--- src/rtl/uart_pkg.sv ---
// uart_pkg: baud constants, bsp_set encodings, receiver states and divisor lookup shared by the UART blocks
package uart_pkg;

    localparam logic [15:0] BPS_9600   = 16'd5207;
    localparam logic [15:0] BPS_19200  = 16'd2603;
    localparam logic [15:0] BPS_38400  = 16'd1301;
    localparam logic [15:0] BPS_57600  = 16'd867;
    localparam logic [15:0] BPS_115200 = 16'd433;

    localparam logic [2:0] BSP_9600   = 3'd0;
    localparam logic [2:0] BSP_19200  = 3'd1;
    localparam logic [2:0] BSP_38400  = 3'd2;
    localparam logic [2:0] BSP_57600  = 3'd3;
    localparam logic [2:0] BSP_115200 = 3'd4;

    typedef enum logic [1:0] {IDLE, START, DATA, STOP} rx_state_t;

    // Bit period minus one; unknown encodings fall back to 9600
    function automatic logic [15:0] bps_cnt_of(input logic [2:0] bsp);
        return (bsp == BSP_19200)  ? BPS_19200  :
               (bsp == BSP_38400)  ? BPS_38400  :
               (bsp == BSP_57600)  ? BPS_57600  :
               (bsp == BSP_115200) ? BPS_115200 : BPS_9600;
    endfunction

endpackage

--- src/rtl/uart_rx_sync.sv ---
// uart_rx_sync: rxd synchroniser, falling-edge detect and sample value (2-of-3 majority under UART_RX_MAJORITY_EN)
module uart_rx_sync #(
    parameter int SYNC_STAGES = 2
) (
    input  logic sys_clk,
    input  logic sys_rst_n,
    input  logic uart_rxd,
    output logic rx_fall,
    output logic rx_smp
);

    logic [SYNC_STAGES-1:0] sync;
    logic                   rx_s;
    logic                   rx_d;

    assign rx_s    = sync[SYNC_STAGES-1];
    assign rx_fall = rx_d & ~rx_s;

    always_ff @(posedge sys_clk) begin
        if (!sys_rst_n) begin
            sync <= '1;
            rx_d <= 1'b1;
        end else begin
            sync <= {sync[SYNC_STAGES-2:0], uart_rxd};
            rx_d <= rx_s;
        end
    end

`ifdef UART_RX_MAJORITY_EN
    logic rx_dd;

    always_ff @(posedge sys_clk) begin
        if (!sys_rst_n)
            rx_dd <= 1'b1;
        else
            rx_dd <= rx_d;
    end

    // History window is {rx_dd, rx_d, rx_s}, so the sample point stays where it is without the filter
    assign rx_smp = (rx_s & rx_d) | (rx_s & rx_dd) | (rx_d & rx_dd);
`else
    assign rx_smp = rx_s;
`endif

endmodule

--- src/rtl/uart_bsp_recv.sv ---
// uart_bsp_recv: 8N1 UART receiver with bsp_set-selected baud; UART_RX_MAJORITY_EN enables majority sampling
module uart_bsp_recv
    import uart_pkg::*;
#(
    parameter int SYNC_STAGES = 2
) (
    input  logic       sys_clk,
    input  logic       sys_rst_n,
    input  logic       uart_rxd,
    input  logic [2:0] bsp_set,
    output logic [7:0] uart_dout,
    output logic       uart_done,
    output logic       rx_flag,
    output logic       frame_err
);

    rx_state_t   state;
    logic [15:0] clk_cnt;
    logic [15:0] bps_cnt;
    logic [2:0]  bit_cnt;
    logic [7:0]  shift_reg;
    logic        rx_fall;
    logic        rx_smp;
    logic        bit_end;

    uart_rx_sync #(.SYNC_STAGES(SYNC_STAGES)) u_sync (
        .sys_clk   (sys_clk),
        .sys_rst_n (sys_rst_n),
        .uart_rxd  (uart_rxd),
        .rx_fall   (rx_fall),
        .rx_smp    (rx_smp)
    );

    assign bit_end = (clk_cnt == bps_cnt);

    always_ff @(posedge sys_clk) begin
        if (!sys_rst_n) begin
            state     <= IDLE;
            clk_cnt   <= '0;
            bps_cnt   <= '0;
            bit_cnt   <= '0;
            shift_reg <= '0;
            uart_dout <= '0;
            uart_done <= 1'b0;
            rx_flag   <= 1'b0;
            frame_err <= 1'b0;
        end else begin
            uart_done <= 1'b0;
            frame_err <= 1'b0;
            case (state)
                IDLE: if (rx_fall) begin
                    state   <= START;
                    clk_cnt <= '0;
                    bit_cnt <= '0;
                    bps_cnt <= bps_cnt_of(bsp_set);
                    rx_flag <= 1'b1;
                end
                // A start bit still high at its midpoint was a glitch
                START: if (clk_cnt == (bps_cnt >> 1)) begin
                    clk_cnt <= '0;
                    state   <= rx_smp ? IDLE : DATA;
                    rx_flag <= ~rx_smp;
                end else begin
                    clk_cnt <= clk_cnt + 16'd1;
                end
                DATA: if (bit_end) begin
                    clk_cnt   <= '0;
                    shift_reg <= {rx_smp, shift_reg[7:1]};
                    bit_cnt   <= bit_cnt + 3'd1;
                    if (bit_cnt == 3'd7)
                        state <= STOP;
                end else begin
                    clk_cnt <= clk_cnt + 16'd1;
                end
                STOP: if (bit_end) begin
                    clk_cnt   <= '0;
                    state     <= IDLE;
                    rx_flag   <= 1'b0;
                    uart_done <= rx_smp;
                    frame_err <= ~rx_smp;
                    if (rx_smp)
                        uart_dout <= shift_reg;
                end else begin
                    clk_cnt <= clk_cnt + 16'd1;
                end
                default: state <= IDLE;
            endcase
        end
    end

endmodule

--- config.mk ---
export PLATFORM = sky130hd
export DESIGN_NAME = uart_bsp_recv
export DESIGN_NICKNAME = d
export VERILOG_FILES = /design/src/rtl/uart_pkg.sv /design/src/rtl/uart_rx_sync.sv /design/src/rtl/uart_bsp_recv.sv
export SDC_FILE = /design/constraint.sdc
export NUM_CORES = 1
export LEC_CHECK = 0
export CAP_MARGIN = 20
export CORE_ASPECT_RATIO = 0.8
export CORE_MARGIN = 2
export CORE_UTILIZATION = 55
export CTS_BUF_LIST = sky130_fd_sc_hd__clkbuf_2
export CTS_CLUSTER_DIAMETER = 40
export DETAILED_ROUTE_END_ITERATION = 8
export PLACE_DENSITY = 0.78
export REMOVE_ABC_BUFFERS = 1
export SKIP_LAST_GASP = 1
export SLEW_MARGIN = 25
export SYNTH_ARGS = -nofsm -noshare
export SYNTH_HDL_FRONTEND = slang
export SYNTH_SLANG_ARGS = --single-unit
--- constraint.sdc ---
create_clock -name sys_clk -period 1.9 [get_ports sys_clk]
set_input_delay 0.285 -clock sys_clk [delete_from_list [all_inputs] [get_ports sys_clk]]
set_output_delay 0.285 -clock sys_clk [all_outputs]
set_load 0.01 [all_outputs]
## Yosys cells after proc, flatten, opt, wreduce, memory -nomap -nowiden

Cells that the tools add are included.

- Register bits after elaboration: 59
- ROM bits: 0
- Memories kept: 0
- Bits in latches: 0
- RAM bits: 0
- Word-level logic and storage cells: 63
- Output and inout bits: 11
- Bits of input ports: 6

- Bitwise logic cells: 2
- Div/mod/pow operators: 0
- Shift operators: 0
- Multiply operators: 0
- Mux-type cells: 22
- $lt $le $gt $ge: 0
- Add/subtract/negate cells: 2
- Reduce and logical (&&, ||, !) cells: 11
- Eq/ne operators: 15

Operators with widths:

| cell | number |
|---|---|
| $mux W13 | 4 |
| $mux W16 | 3 |
| $pmux W16 S3 | 1 |
| $add A16 B1 Y16 const B | 1 |
| $eq A16 B15 Y1 | 1 |
| $eq A16 B16 Y1 | 1 |
| $mux W2 | 6 |
| $ne A2 B2 Y1 const B | 5 |
| $reduce_and A3 Y1 | 3 |
| $pmux W2 S4 | 1 |
| $eq A3 B2 Y1 const B | 2 |
| $eq A3 B3 Y1 const B | 2 |
| $mux W3 | 2 |
| $pmux W3 S2 | 1 |
| $reduce_and A5 Y1 | 1 |
| $eq A2 B2 Y1 const B | 2 |
| $reduce_and A2 Y1 | 2 |
| $reduce_and A4 Y1 | 1 |
| $add A3 B1 Y3 const B | 1 |
| $eq A3 B1 Y1 const B | 1 |
| $mux W1 | 3 |
| $pmux W1 S3 | 1 |
| $reduce_bool A3 Y1 | 1 |
| $eq A2 B1 Y1 const B | 1 |
| 5 further kinds | 5 |

## Depth between registers and ports, before layout

Gate-level depths: netlist (run 1).

- Depth in word-level cells: 5
- Depth in mapped cells: 8
- Gate-level depth less buffers: 7

## Modules after synthesis

A second synthesis (run 1) with hierarchy kept.

- Cell total of the unflattened synthesis: 316
- Area, all modules: 2688.8 µm²

Modules (own cells, without submodules):

| module | instances | seq. area each (µm²) | cells each | area an instance (µm²) |
|---|---|---|---|---|
| uart_bsp_recv | 1 | 1021.0 | 309 | 2603.7 |
| uart_rx_sync | 1 | 60.1 | 7 | 85.1 |

## Worst setup path before layout (run 1)

No wires, ideal clock.

- Path type: register to register
- Start: register clk_cnt[5]
- End: register bit_cnt[2]
- Slack: 0.019 ns
- Stages on the path, launching flop included: 8
- Buffers on the path: 1
- Arrival time: 1.810 ns
- Library setup time: 0.072 ns
- Clock period less this slack: 1.881 ns
- Required time: 1.828 ns
- Cell sequence: dfxtp_1 > clkbuf_1 > xnor2_1 > nand4_1 > nor4_4 > nand2_2 > a21oi_4 > mux2i_1

- Cells in the longest elaborated chain, start to end: 3

Ends and longest elaborated chain:

| element | RTL line | source |
|---|---|---|
| start: declaration | uart_bsp_recv.sv:18 | `logic [15:0] clk_cnt;` |
| start signal: assignment | uart_bsp_recv.sv:64 | `clk_cnt <= clk_cnt + 16'd1;` |
| start signal: assignment | uart_bsp_recv.sv:73 | `clk_cnt <= clk_cnt + 16'd1;` |
| start signal: assignment | uart_bsp_recv.sv:84 | `clk_cnt <= clk_cnt + 16'd1;` |
| $eq A16 B16 Y1 | uart_bsp_recv.sv:34 | `assign bit_end = (clk_cnt == bps_cnt);` |
| $ne A2 B2 Y1 (no source line) | -- |  |
| $reduce_and A3 Y1 (no source line) | -- |  |
| end signal: assignment | uart_bsp_recv.sv:69 | `bit_cnt <= bit_cnt + 3'd1;` |
| end: declaration | uart_bsp_recv.sv:20 | `logic [2:0] bit_cnt;` |

No other way between the ends.
A chain may end at the register's enable or synchronous reset.

## Worst setup path in the final report (run 1)

- Start: register clk_cnt[12]
- End: register shift_reg[1]

- Cells in the longest elaborated chain, start to end: 2

Ends and longest elaborated chain:

| element | RTL line | source |
|---|---|---|
| $eq A16 B16 Y1 | uart_bsp_recv.sv:34 |  |
| $reduce_and A2 Y1 (no source line) | -- |  |
| end signal: assignment | uart_bsp_recv.sv:68 | `shift_reg <= {rx_smp, shift_reg[7:1]};` |
| end: declaration | uart_bsp_recv.sv:21 | `logic [7:0] shift_reg;` |

No other way between the ends.

==> run_results.csv, run 1 <==
group,metric,value,unit
synthesis,synthTopCellsByArea,"dfxtp_1 42%, xnor2_1 9.2%, mux2i_1 7.8%, nor2_1 7.0%, ha_1 3.9%",
pwr,seq_power_share,0.589,
min_path,hold_path.class,"in2reg",
finish,final_nets,330,
setup_path,r2r-start,"clk_cnt[12]",
sta,hold_viol_final,0,
finish,largest_register_ffs,16,
setup_path,endpoint_kind,"flip-flop",
global_route,grt_pass1_wl,8370,microns
synthesis,netlist_instances,289,
sta,setup_viol,0,
routing,antenna_left,0,
die,die-area,5220,sq um
finish,final_area,3060,sq um
pwr,pwr-share-comb,0.180,
routing,wl_per_cell,13.7,microns
sta,fin_crit_sh,0.980,
pwr,cellPowerDensity,653,nW/um^2
synthesis,ys.flop_type,"dfxtp_1",
sta,fin_crit,1860,ps
cts,hold_buffers,0,
synthesis,synth_top_area_cell,"dfxtp_1",
global_route,grt_max_degree,26,
synthesis,yosysMostFrequentCell,"dfxtp_1",
pwr,switching_share,0.294,
routing,initialDrtViolationCount,114,
pwr,vdd_drop_max,560,uV
die,die_h,65.0,microns
sta,worst_clock_skew,27.9,ps
global_route,grt_overflow,0,
sta,max_slew_margin,0.738,
placed_design,postPlaceCellArea,2870,sq um
finish,insertedDiodeCount,0,
placed_design,gp_congestion,0.846,
setup_path,crit_slowest_cell,"dfxtp_4",
finish,drive_gt1_frac,0.192,
global_route,first_global_vias,1882,
setup_path,crit_type,"reg2reg",
setup_path,cp.arrival,2230,ps
setup_path,ff2ff_setup_slack,40,ps
die,placementRows,22,
routing,drt-pass1-iter-count,4,
setup_path,timing.rr.end,"shift_reg[1]",
finish,reg_top3,"clk_cnt (16), bps_cnt (11)",
cts,htree_levels,2,
synthesis,synth.distinct_cells,41,
die,io_pins,17,
synthesis,synth_edf_count,0,
cts,clockBufferDepth,2,
sta,finalSetupTns,0,ps
pwr,p_leak,1.21,nW
finish,area_growth,19.6,%
finish,regMostFlops,"clk_cnt",
placed_design,dp_hpwl,3620,microns
cts,numCtsBuffers,5,
synthesis,syn_area,2560,sq um
setup_path,crit_chain,"buf_4, xnor2_1, nand2_1, nor4_4, buf_6, nand2_2, buf_4, mux2i_2, nor2_1",
setup_path,cp-startpoint,"clk_cnt[12]",
global_route,antenna_found_initial,0,
setup_path,cp_common_cell,"buf_4",
finish,fill_cells,367,
synthesis,synth.ff_latch_count,54,
synthesis,syn_avg_cell_area,8.86,sq um
setup_path,cp.required,2270,ps
routing,drc,0,
synthesis,synthDominantCellAreaShare,0.422,
setup_path,critPathMaxStageDelay,420,ps
setup_path,critPathMaxFanout,8,
setup_path,endpoint,"shift_reg[1]",
cts,worstSkewPairLatency,440,ps
run,timing.max_cap.violations,0,
cts,path_clk_slew,270,ps
synthesis,synthTopCellsByCount,"54 x dfxtp_1, 48 x nor2_1, 27 x xnor2_1",
synthesis,synth-async-reset-ratio,0,
die,start_util,0.564,
routing,viasPerCell,5.31,
pwr,power_switching,0.000588,W
cts,cts_tree,"built",
sta,slew_viol_final,0,
routing,totalWireLength,5170,microns
sta,fmax,537,MHz
pwr,intPower,0.00141,W
die,die-width,80.3,microns
synthesis,seq_area_frac_synth,0.422,
sta,worstMarginPinSlew,392,ps
setup_path,cp-start-kind,"flip-flop",
cts,cts.sinks,54,
placed_design,port_buffers,16,
pwr,clkPwrFrac,0.231,
run_status,status,"finished clean",
cts,root_buffer,"clkbuf_2",
setup_path,r2r_cells,9,
die,core,4540,sq um
synthesis,yosysWarnings,0,
sta,hold_slack,367,ps
routing,vias,2003,
global_route,grt_use_total,0.205,
min_path,hp-start,"uart_rxd",
min_path,whs_path_depth,2,
finish,fin_util,0.674,
worst max-delay path, delay by kind of cell (launching register included):
kind,cells,cell delay [ps]
flip-flops,1,420
multiplexers,1,190
XOR/XNOR,1,140
buffers and inverters,3,510
AND/OR/NAND/NOR,4,560
power groups by stage:
stage | clock network [W] | logic (W) | registers [W]
6_report | 0.000463 | 0.000360 | 0.00118
5_1_grt | 0.000510 | 0.000389 | 0.00118
4_1_cts | 0.000467 | 0.000324 | 0.00118
3_5_place_dp | 0 | 0.000318 | 0.00120
3_3_place_gp | 0 | 0.000315 | 0.00120
2_1_floorplan | 0 | 0.000202 | 0.00120
timing repair:
item,4_1_cts,5_1_grt
buffers inserted,0,3
endpoints found under the setup margin,22,35
pin swaps,3,6
resized for setup,8,30
worst min-delay path by stage:
stage,endpoint
finish,u_sync.sync[0]
floorplan,u_sync.sync[0]
global route,u_sync.sync[0]
detailed placement,u_sync.sync[1]
global placement,u_sync.sync[1]
CTS,u_sync.sync[0]
placed cells by master (no fill, tap or decap), types with 7 or more instances in the layout:
| cell type | n |
|---|---|
| xnor2_1 | 25 |
| clkdlybuf4s50_1 | 16 |
| ha_1 | 8 |
| nor2_1 | 48 |
| buf_4 | 17 |
| dfxtp_2 | 11 |
| mux2i_1 | 19 |
| xor2_1 | 8 |
| inv_1 | 7 |
| nand3_1 | 10 |
| nand2b_1 | 7 |
| dfxtp_1 | 38 |
| nand4_1 | 7 |
| nand2_1 | 26 |
| a21oi_1 | 10 |
cells by family after synthesis:
kind of cell / after synthesis / synth area share
adder cells (fa/ha/maj): 8 / 0.0391
XOR/XNOR: 35 / 0.120
buffers and inverters: 23 / 0.0376
multiplexers: 20 / 0.0782
AO/OA/AOI/OAI: 29 / 0.0796
AND/OR/NAND/NOR: 120 / 0.224
flip-flops: 54 / 0.422
area by class of cell:
cell class                      instances  area, sq um  area share
Timing Repair Buffer                   36          330       0.108
Multi-Input combinational cell        212         1470       0.481
Clock buffer                            5         25.0     0.00817
Sequential cell                        54         1110       0.364
Clock inverter                          3         20.0     0.00654
Tap cell                               60         75.1      0.0245
Inverter                                7         26.3     0.00858
per-layer routing:
layer,routed length [microns],vias up,global-route usage,share of wire
met5,0,-,0,0
met3,144,7,0.0487,0.028
li1,-,1024,-,-
met4,52,0,0.0593,0.010
met2,2390,31,0.311,0.46
met1,2580,941,0.288,0.50
per-stage QoR:
step           setup WS, ps  instances  power [W]
5_1_grt               -27.4        377    0.00208
4_1_cts                4.71        374    0.00197
2_1_floorplan         -55.1        273    0.00140
3_5_place_dp           -200        366    0.00152
6_report               38.6        377    0.00200
3_3_place_gp           -162        366    0.00152
No activity file was read; power rests on OpenSTA's default activity.
==> run 2, diff against run 1 <==
--- a/config.mk
+++ b/config.mk
@@ -5,7 +5,8 @@
 export SDC_FILE = /design/constraint.sdc
 export NUM_CORES = 1
 export LEC_CHECK = 0
-export CAP_MARGIN = 20
+export ABC_AREA = 1
+export CAP_MARGIN = 40
 export CORE_ASPECT_RATIO = 0.8
 export CORE_MARGIN = 2
 export CORE_UTILIZATION = 55
==> run_results.csv, run 2 <==
group,metric,value,unit
run_status,status,"finished clean",
setup_path,crit_slowest_cell,"dfxtp_4",
sta,setup_viol,0,
sta,slew_viol_final,0,
die,io_pins,17,
global_route,antenna_found_initial,0,
synthesis,yosysMostFrequentCell,"nand2_1",
pwr,switching_share,0.403,
sta,max_slew_margin,0.785,
placed_design,pre_cts_ws,68.9,ps
setup_path,cp-start-kind,"flip-flop",
finish,mostFrequentLayoutCell,"nand2_1",
synthesis,ys.flop_type,"dfxtp_1",
die,start_util,0.584,
min_path,hold_path.class,"in2reg",
routing,wl_per_cell,13.1,microns
sta,layout_setup_ws,129,ps
sta,worst_clock_skew,33.1,ps
die,core,4710,sq um
synthesis,syn_area,2750,sq um
setup_path,endpoint_kind,"flip-flop",
global_route,grt_max_degree,24,
pwr,pwr-share-comb,0.397,
cts,htree_levels,2,
placed_design,dp_hpwl,4980,microns
pwr,intPower,0.00181,W
pwr,p_leak,1.35,nW
setup_path,cp_common_cell,"nand2_1",
setup_path,critPathMaxFanout,16,
setup_path,r2r-start,"bps_cnt[10]",
routing,initialDrtViolationCount,209,
routing,drc,0,
synthesis,synthTopCellsByArea,"dfxtp_1 39%, nand2_1 18%, nor2_1 7.6%, inv_1 7.0%, a21oi_1 6.9%",
min_path,hp-start,"uart_rxd",
setup_path,ff2ff_setup_slack,130,ps
synthesis,synth.distinct_cells,27,
global_route,first_global_vias,2472,
cts,worstSkewPairLatency,500,ps
min_path,whs_path_depth,2,
cts,path_clk_slew,310,ps
placed_design,gp_congestion,0.929,
synthesis,synth.ff_latch_count,54,
routing,drt-pass1-iter-count,5,
finish,fill_cells,415,
synthesis,synth_top_area_cell,"dfxtp_1",
sta,fmax,565,MHz
finish,reg_top3,"clk_cnt (16), bps_cnt (11)",
sta,fin_crit,1770,ps
finish,multi_input_area,1440,sq um
cts,clockBufferDepth,2,
finish,regMostFlops,"clk_cnt",
cts,numCtsBuffers,5,
global_route,grt_use_total,0.250,
finish,area_growth,16.3,%
finish,largest_register_ffs,16,
synthesis,yosysWarnings,0,
routing,vias,2764,
synthesis,synth_edf_count,0,
die,die-width,83.1,microns
pwr,cellPowerDensity,950,nW/um^2
synthesis,synthDominantCellAreaShare,0.393,
sta,hold_viol_final,0,
synthesis,syn_avg_cell_area,6.49,sq um
synthesis,synth-async-reset-ratio,0,
die,die-area,5590,sq um
sta,worstMarginPinSlew,319,ps
setup_path,r2r_cells,12,
synthesis,synthTopCellsByCount,"135 x nand2_1, 56 x nor2_1, 54 x dfxtp_1",
run,timing.max_cap.violations,0,
setup_path,timing.rr.end,"clk_cnt[4]",
global_route,grt_overflow,0,
setup_path,cp.arrival,2170,ps
routing,totalWireLength,6750,microns
synthesis,seq_area_frac_synth,0.393,
cts,root_buffer,"clkbuf_2",
placed_design,port_buffers,16,
setup_path,critPathMaxStageDelay,440,ps
min_path,min_to,"u_sync.sync[0]",
setup_path,cp.required,2300,ps
cts,cts_tree,"built",
pwr,power_switching,0.00122,W
synthesis,netlist_instances,424,
routing,antenna_left,0,
finish,final_nets,470,
die,die_h,67.2,microns
pwr,vdd_drop_max,652,uV
pwr,clkPwrFrac,0.171,
pwr,p_total,0.00304,W
pwr,seq_power_share,0.433,
routing,viasPerCell,5.35,
setup_path,crit_type,"reg2reg",
cts,cts.sinks,54,
sta,fin_crit_sh,0.932,
finish,insertedDiodeCount,0,
setup_path,crit_chain,"inv_1, nand2_1, nand2_1, nor2_1, nand2_1, nor2_1, nand2_1, nand2_2, nand2_1, o21ai_4, buf_12, nor3_1",
global_route,grt_pass1_wl,11300,microns
die,placementRows,22,
finish,regArea,1120,sq um
finish,final_cell_mix,"132 x nand2_1, 53 x nor2_1, 51 x inv_1",
finish,drive_gt1_frac,0.129,
## run 2: metrics by stage
stage / utilization / hold slack, ps / setup TNS [ps] / std cells / cell area, sq um
global placement: 0.652 / 396 / 0 / 507 / 3070
floorplan: - / 374 / 0 / 415 / 2700
global route: 0.680 / 305 / -615 / 517 / 3200
CTS: 0.664 / 342 / 0 / 515 / 3120
detailed placement: 0.652 / 435 / 0 / 507 / 3070
finish: 0.680 / 326 / 0 / 517 / 3200
## run 2: kinds of logic after synthesis
group	Yosys count	synth area share
and+or+nand+nor	235	0.350
buffers and inverters	63	0.0919
AOI/OAI and AO/OA	60	0.116
DFF	54	0.393
adders and majority gates	8	0.0364
xor gates and xnor gates	4	0.0127
## run 2: critical path, delay by kind of cell (launching register included)
kind	cells	cell delay [ps]
compound gates	1	160
buf+inv	2	260
flops	1	440
simple gates	9	810
## run 2: cell type report
cell class	count	share of cell area
Clock inverter	3	0.00899
Multi-Input combinational cell	307	0.450
Tap cell	60	0.0235
Clock buffer	5	0.00782
Inverter	54	0.0634
Sequential cell	54	0.350
Timing Repair Buffer	34	0.0962
## run 2: power by group through the flow
stage          logic, W  registers, W  clock network [W]
6_report        0.00121       0.00131           0.000519
4_1_cts         0.00115       0.00131           0.000520
2_1_floorplan  0.000702       0.00132                  0
5_1_grt         0.00134       0.00133           0.000566
3_3_place_gp    0.00111       0.00132                  0
3_5_place_dp    0.00115       0.00133                  0
## run 2: layer usage
| metal | vias up | share of wire | GRT usage |
|---|---|---|---|
| met3 | 11 | 0.077 | 0.0660 |
| met2 | 103 | 0.43 | 0.389 |
| li1 | 1405 | - | - |
| met4 | 0 | 0.012 | 0.0635 |
| met5 | - | 0 | 0 |
| met1 | 1245 | 0.48 | 0.350 |
## run 2: repair_timing
| action | 4_1_cts | 5_1_grt |
|---|---|---|
| endpoints found under the setup margin | 1 | 38 |
| gates resized for setup | 2 | 30 |
| hold buffers | 0 | 0 |
| setup buffers | 0 | 2 |
| gates cloned | 0 | 0 |
## run 2: how the worst max path moves through the flow
stage                     start           end  depth (start not counted)
detailed placement   clk_cnt[0]  uart_dout[5]                         11
floorplan              state[0]    bit_cnt[1]                          8
finish              bps_cnt[10]    clk_cnt[4]                         12
global route        bps_cnt[11]   clk_cnt[15]                         12
global placement    bps_cnt[10]   clk_cnt[12]                         12
CTS                 bps_cnt[10]  uart_dout[5]                         11
==> variant 1 (flow settings as in run 1) <==
The option `UART_RX_MAJORITY_EN` is turned on by a define.
--- a/src/rtl/uart_rx_sync.sv
+++ b/src/rtl/uart_rx_sync.sv
@@ -1,3 +1,5 @@
 // uart_rx_sync: rxd synchroniser, falling-edge detect and sample value (2-of-3 majority under UART_RX_MAJORITY_EN)
+`define UART_RX_MAJORITY_EN
+
 module uart_rx_sync #(
     parameter int SYNC_STAGES = 2
Behaviour: no difference found for any inputs over 10 cycles, from zero or initial values and one cycle with sys_rst_n low; that may be too few to reach the edited logic, so the function may still have changed.
==> variant 1 against run 1 <==
- the flow now finishes with violations (setup timing)
- power increased by 4.8%
- sequential cell count increased by 1
- area after synthesis increased by 3.6%
- worst setup slack got worse by 0.22 ns
- count of clock-buffer cells in the layout increased by 1
- design area increased by 14%
- wire length increased by 39%
- first-iteration DRC count increased by 95%
- largest power group unchanged
- highest routed layer unchanged
==> variant 1: results (changes against run 1) <==
### Finish
• count of clock-net buffers in the final layout: 6, was 5
• proportion of layout cells with a drive suffix above 1: 30.1%, was 19.2%
• layout net count: 379, was 330
• final design utilization: 75.5%, was 67.4%
• non-clock buffer instance count of the final layout: 67, was 36
• non-clock buffer share of cell area: 16.2%, was 10.8%
• share of the final layout cell area in multi-input gates: 47.3%, was 48.1%
• Multi-input comb cells: 229, was 212
• ClkCell Share: 1.22%, was 1.47%

### Global routing
• wire length of the first global-routing pass: 11,200 microns, was 8370 microns
• largest net degree at the start of global routing: 28, was 26
• gr usage total: 27.2%, was 20.5%

### Timing
• final setup skew: 0.0193 ns, was 0.0279 ns
• worst setup margin: -0.179 ns, was 0.0386 ns
• worst hold margin: 0.357 ns, was 0.367 ns
• setup violators final: 38, was 0
• sum of negative setup slack: -4.16 ns, was 0 ns

### Clocking
• clock latency on the worst-skew pair: 0.46 ns, was 0.44 ns
• number of resized instances in the post-cts repair step: 29, was 8
• buffer count from post-CTS setup fixing: 9, was 0

### Power
• IR drop worst, VDD: 0.480 mV, was 0.560 mV
• switching pwr: 0.638 mW, was 0.588 mW
• switching power as a share of total power: 30.4%, was 29.4%

### Setup path
• Largest delay share family, worst path: compound AO/OA/AOI/OAI gates, was simple AND/OR/NAND/NOR gates
• minimum setup slack among reg-to-reg paths: -0.18 ns, was 0.04 ns

### Outcome
• failing checks: setup timing
• outcome: finished with violations, was finished, final reports clean

### Route
• number of DRC violations after detailed-routing iteration 0: 222, was 114
• DR vias: 2,497, was 2,003

### Placed design
• HPWL Detailed: 4120 microns, was 3620 microns
• weighted congestion at the end of routability-driven global placement: 0.905, was 0.846
• worst slack after detailed placement: -0.190 ns, was -0.200 ns
• count of placed standard cells including taps: 406, was 366

### Synthesis
• Avg Cell Area, Syn: 8.61 sq um, was 8.86 sq um
• register area share after synthesis: 41.5%, was 42.2%
• ranking of synthesized cells by area: sky130_fd_sc_hd__dfxtp_1, sky130_fd_sc_hd__xnor2_1, sky130_fd_sc_hd__mux2i_1, sky130_fd_sc_hd__nor2_1, sky130_fd_sc_hd__nand2_1, was sky130_fd_sc_hd__dfxtp_1, sky130_fd_sc_hd__xnor2_1, sky130_fd_sc_hd__mux2i_1, sky130_fd_sc_hd__nor2_1, sky130_fd_sc_hd__ha_1

variant 1: cell count changes in the layout (fill, tap and decap cells not counted), moves of 3 or more:
cell                      before  now
sky130_fd_sc_hd__buf_4        17   45
sky130_fd_sc_hd__nor2_1       48   39
sky130_fd_sc_hd__xnor2_1      25   19
sky130_fd_sc_hd__xor2_1        8    2
sky130_fd_sc_hd__nand3_1      10   15
sky130_fd_sc_hd__nor2_2        0    5
sky130_fd_sc_hd__nor3_1        3    8
sky130_fd_sc_hd__buf_6         2    6
sky130_fd_sc_hd__a31oi_1       2    5
sky130_fd_sc_hd__and3_4        0    3
sky130_fd_sc_hd__dfxtp_1      38   41
variant 1: worst max path at each step:
| stage | from | end | slack [ns] | cells past startpoint |
|---|---|---|---|---|
| 3_3_place_gp | clk_cnt[2] | clk_cnt[15] | -0.12 | 6 |
| 5_1_grt | clk_cnt[5] | clk_cnt[6] | -0.22 | 9 |
| 6_report | clk_cnt[5] | shift_reg[1] | -0.18 | 9 |
| 4_1_cts | bps_cnt[11] | uart_dout[4] | -0.02 | 7 |
| 2_1_floorplan | clk_cnt[1] | clk_cnt[15] | -0.27 | 6 |
| 3_5_place_dp | clk_cnt[2] | clk_cnt[15] | -0.19 | 6 |
variant 1: cells by family (layout without fill, tap and decap cells):
kind of cell,Yosys count,after routing,synth area share (%)
flip-flops,55,55,41.5
XOR/XNOR,25,25,8.25
AO/OA/AOI/OAI,40,40,11.1
multiplexers,19,19,7.17
adder cells (fa/ha/maj),9,9,4.15
buffers and inverters,24,82,3.54
AND/OR/NAND/NOR,136,136,24.3
variant 1: layer usage:
metal  global-route usage (%)  vias to the layer above  wire, microns
li1                         -                     1174              -
met1                     37.3                     1160           3000
met2                     41.8                      129           3310
met3                     5.60                       34            565
met4                     11.3                        0            297
met5                        0                        -              0
==> variant 2 (config.mk and constraints of run 1) <==
Without the edit above. The 4 states of `rx_state_t` get a Gray code encoding in 2 bits.
--- a/src/rtl/uart_pkg.sv
+++ b/src/rtl/uart_pkg.sv
@@ -14,5 +14,5 @@
     localparam logic [2:0] BSP_115200 = 3'd4;
 
-    typedef enum logic [1:0] {IDLE, START, DATA, STOP} rx_state_t;
+    typedef enum logic [1:0] {IDLE = 2'b00, START = 2'b01, DATA = 2'b11, STOP = 2'b10} rx_state_t;
 
     // Bit period minus one; unknown encodings fall back to 9600
Function: no difference found for any inputs over 10 cycles, from zero or initial values and one cycle with sys_rst_n low; not proved beyond that.
==> variant 2 against run 1 <==
- the run now ends with setup timing left
- area after synthesis rose by 8.1%
- synthesized cell count up 16%
- wire length grew 45%
- count of clock-buffer cells in the layout stayed put
- sequential share of layout area fell by 5.5 points
- sequential cell count did not move
- power up 14%
- design area increased by 17%
- fmax decreased by 3.9%
- clock skew decreased by 0.0055 ns
- worst setup slack worse by 0.076 ns
==> variant 2: results (changes against run 1) <==
### Outcome
• outcome: finished with violations, was finished, final reports clean
• failing checks: setup timing

### Finish
• layout net count: 396, was 330
• fill cell instance count of the final layout: 349, was 367
• final cell count without fillers: 450, was 377
• ClkCell Share: 2.47%, was 1.47%
• area of combinational cells with multiple inputs: 1690 sq um, was 1470 sq um
• proportion of layout cells with a drive suffix above 1: 27.3%, was 19.2%
• sequential standard cell area: 1110 sq um, about the same
• inverters: 3, was 7

### Timing
• worst setup margin: -0.0371 ns, was 0.0386 ns
• setup violators final: 7, was 0
• worst hold margin: 0.330 ns, was 0.367 ns
• headroom to the max-slew limit: 55.2%, was 73.8%

### Synthesis
• XOR/XNOR share of the synthesized area: 6.96%, was 12.0%
• ranking of synthesized cells by area: sky130_fd_sc_hd__dfxtp_1, sky130_fd_sc_hd__nand2_1, sky130_fd_sc_hd__a21oi_1, sky130_fd_sc_hd__xor2_1, sky130_fd_sc_hd__nand4_1, was sky130_fd_sc_hd__dfxtp_1, sky130_fd_sc_hd__xnor2_1, sky130_fd_sc_hd__mux2i_1, sky130_fd_sc_hd__nor2_1, sky130_fd_sc_hd__ha_1
• register area share after synthesis: 39.0%, was 42.2%
• Synth cell types: 45, was 41
• mux cell area share after synthesis: 2.89%, was 7.82%

### Clocking
• buffer count from post-CTS setup fixing: 3, was 0
• clock latency on the worst-skew pair: 0.48 ns, was 0.44 ns
• number of resized instances in the post-cts repair step: 15, was 8

### Power
• Combinational Power: 0.380 mW, was 0.360 mW
• areal power density over the cells: 634 nW/um^2, was 653 nW/um^2
• Leak Pwr: 1.42 nW, was 1.21 nW
• Flop pwr share: 51.4%, was 58.9%
• switching power as a share of total power: 26.7%, was 29.4%

### Setup path
• cell with the largest stage delay on the worst path: sky130_fd_sc_hd__o31a_1, was sky130_fd_sc_hd__dfxtp_4
• Largest delay share family, worst path: compound AO/OA/AOI/OAI gates, was simple AND/OR/NAND/NOR gates
• r2r endpoint: clk_cnt[15], was shift_reg[1]
• largest fanout of any net on the critical path: 6, was 8
• Worst Setup SP: clk_cnt[0], was clk_cnt[12]
• Worst path max stage delay: 0.39 ns, was 0.42 ns

### Placed design
• worst slack after detailed placement: -0.168 ns, was -0.200 ns
• standard cell area after detailed placement: 3230 sq um, was 2870 sq um
• weighted congestion at the end of routability-driven global placement: 0.885, was 0.846
• HPWL Detailed: 4690 microns, was 3620 microns

### Global routing
• GR Layer Usage met1: 35.0%, was 28.8%

### Route
• final routed wirelength across all metal layers: 7480 microns, was 5170 microns
• number of DRC violations after detailed-routing iteration 0: 345, was 114
• Met2 Wirelength: 3430 microns, was 2390 microns
• wire length on met3: 448 microns, was 144 microns

==> variant 2: cell count changes after synthesis, moves of 6 or more <==
cell / before / now
sky130_fd_sc_hd__mux2i_1: 20 / 8
sky130_fd_sc_hd__o31ai_1: 1 / 8
sky130_fd_sc_hd__nor2_1: 48 / 20
sky130_fd_sc_hd__xnor2_1: 27 / 10
sky130_fd_sc_hd__clkbuf_1: 9 / 20
sky130_fd_sc_hd__nand2_1: 26 / 56
sky130_fd_sc_hd__o221ai_1: 1 / 10
sky130_fd_sc_hd__nand4_1: 7 / 15
sky130_fd_sc_hd__nor4_1: 1 / 7
sky130_fd_sc_hd__a21oi_1: 10 / 21
==> variant 2: cell families (layout without fill, tap and decap cells) <==
group	count (synthesis)	count (layout)
buffers and inverters	32	84
multiplexers	8	8
AND/OR/NAND/NOR	145	145
adder cells (fa/ha/maj)	3	3
AO/OA/AOI/OAI	72	72
XOR/XNOR	22	22
flip-flops	54	54
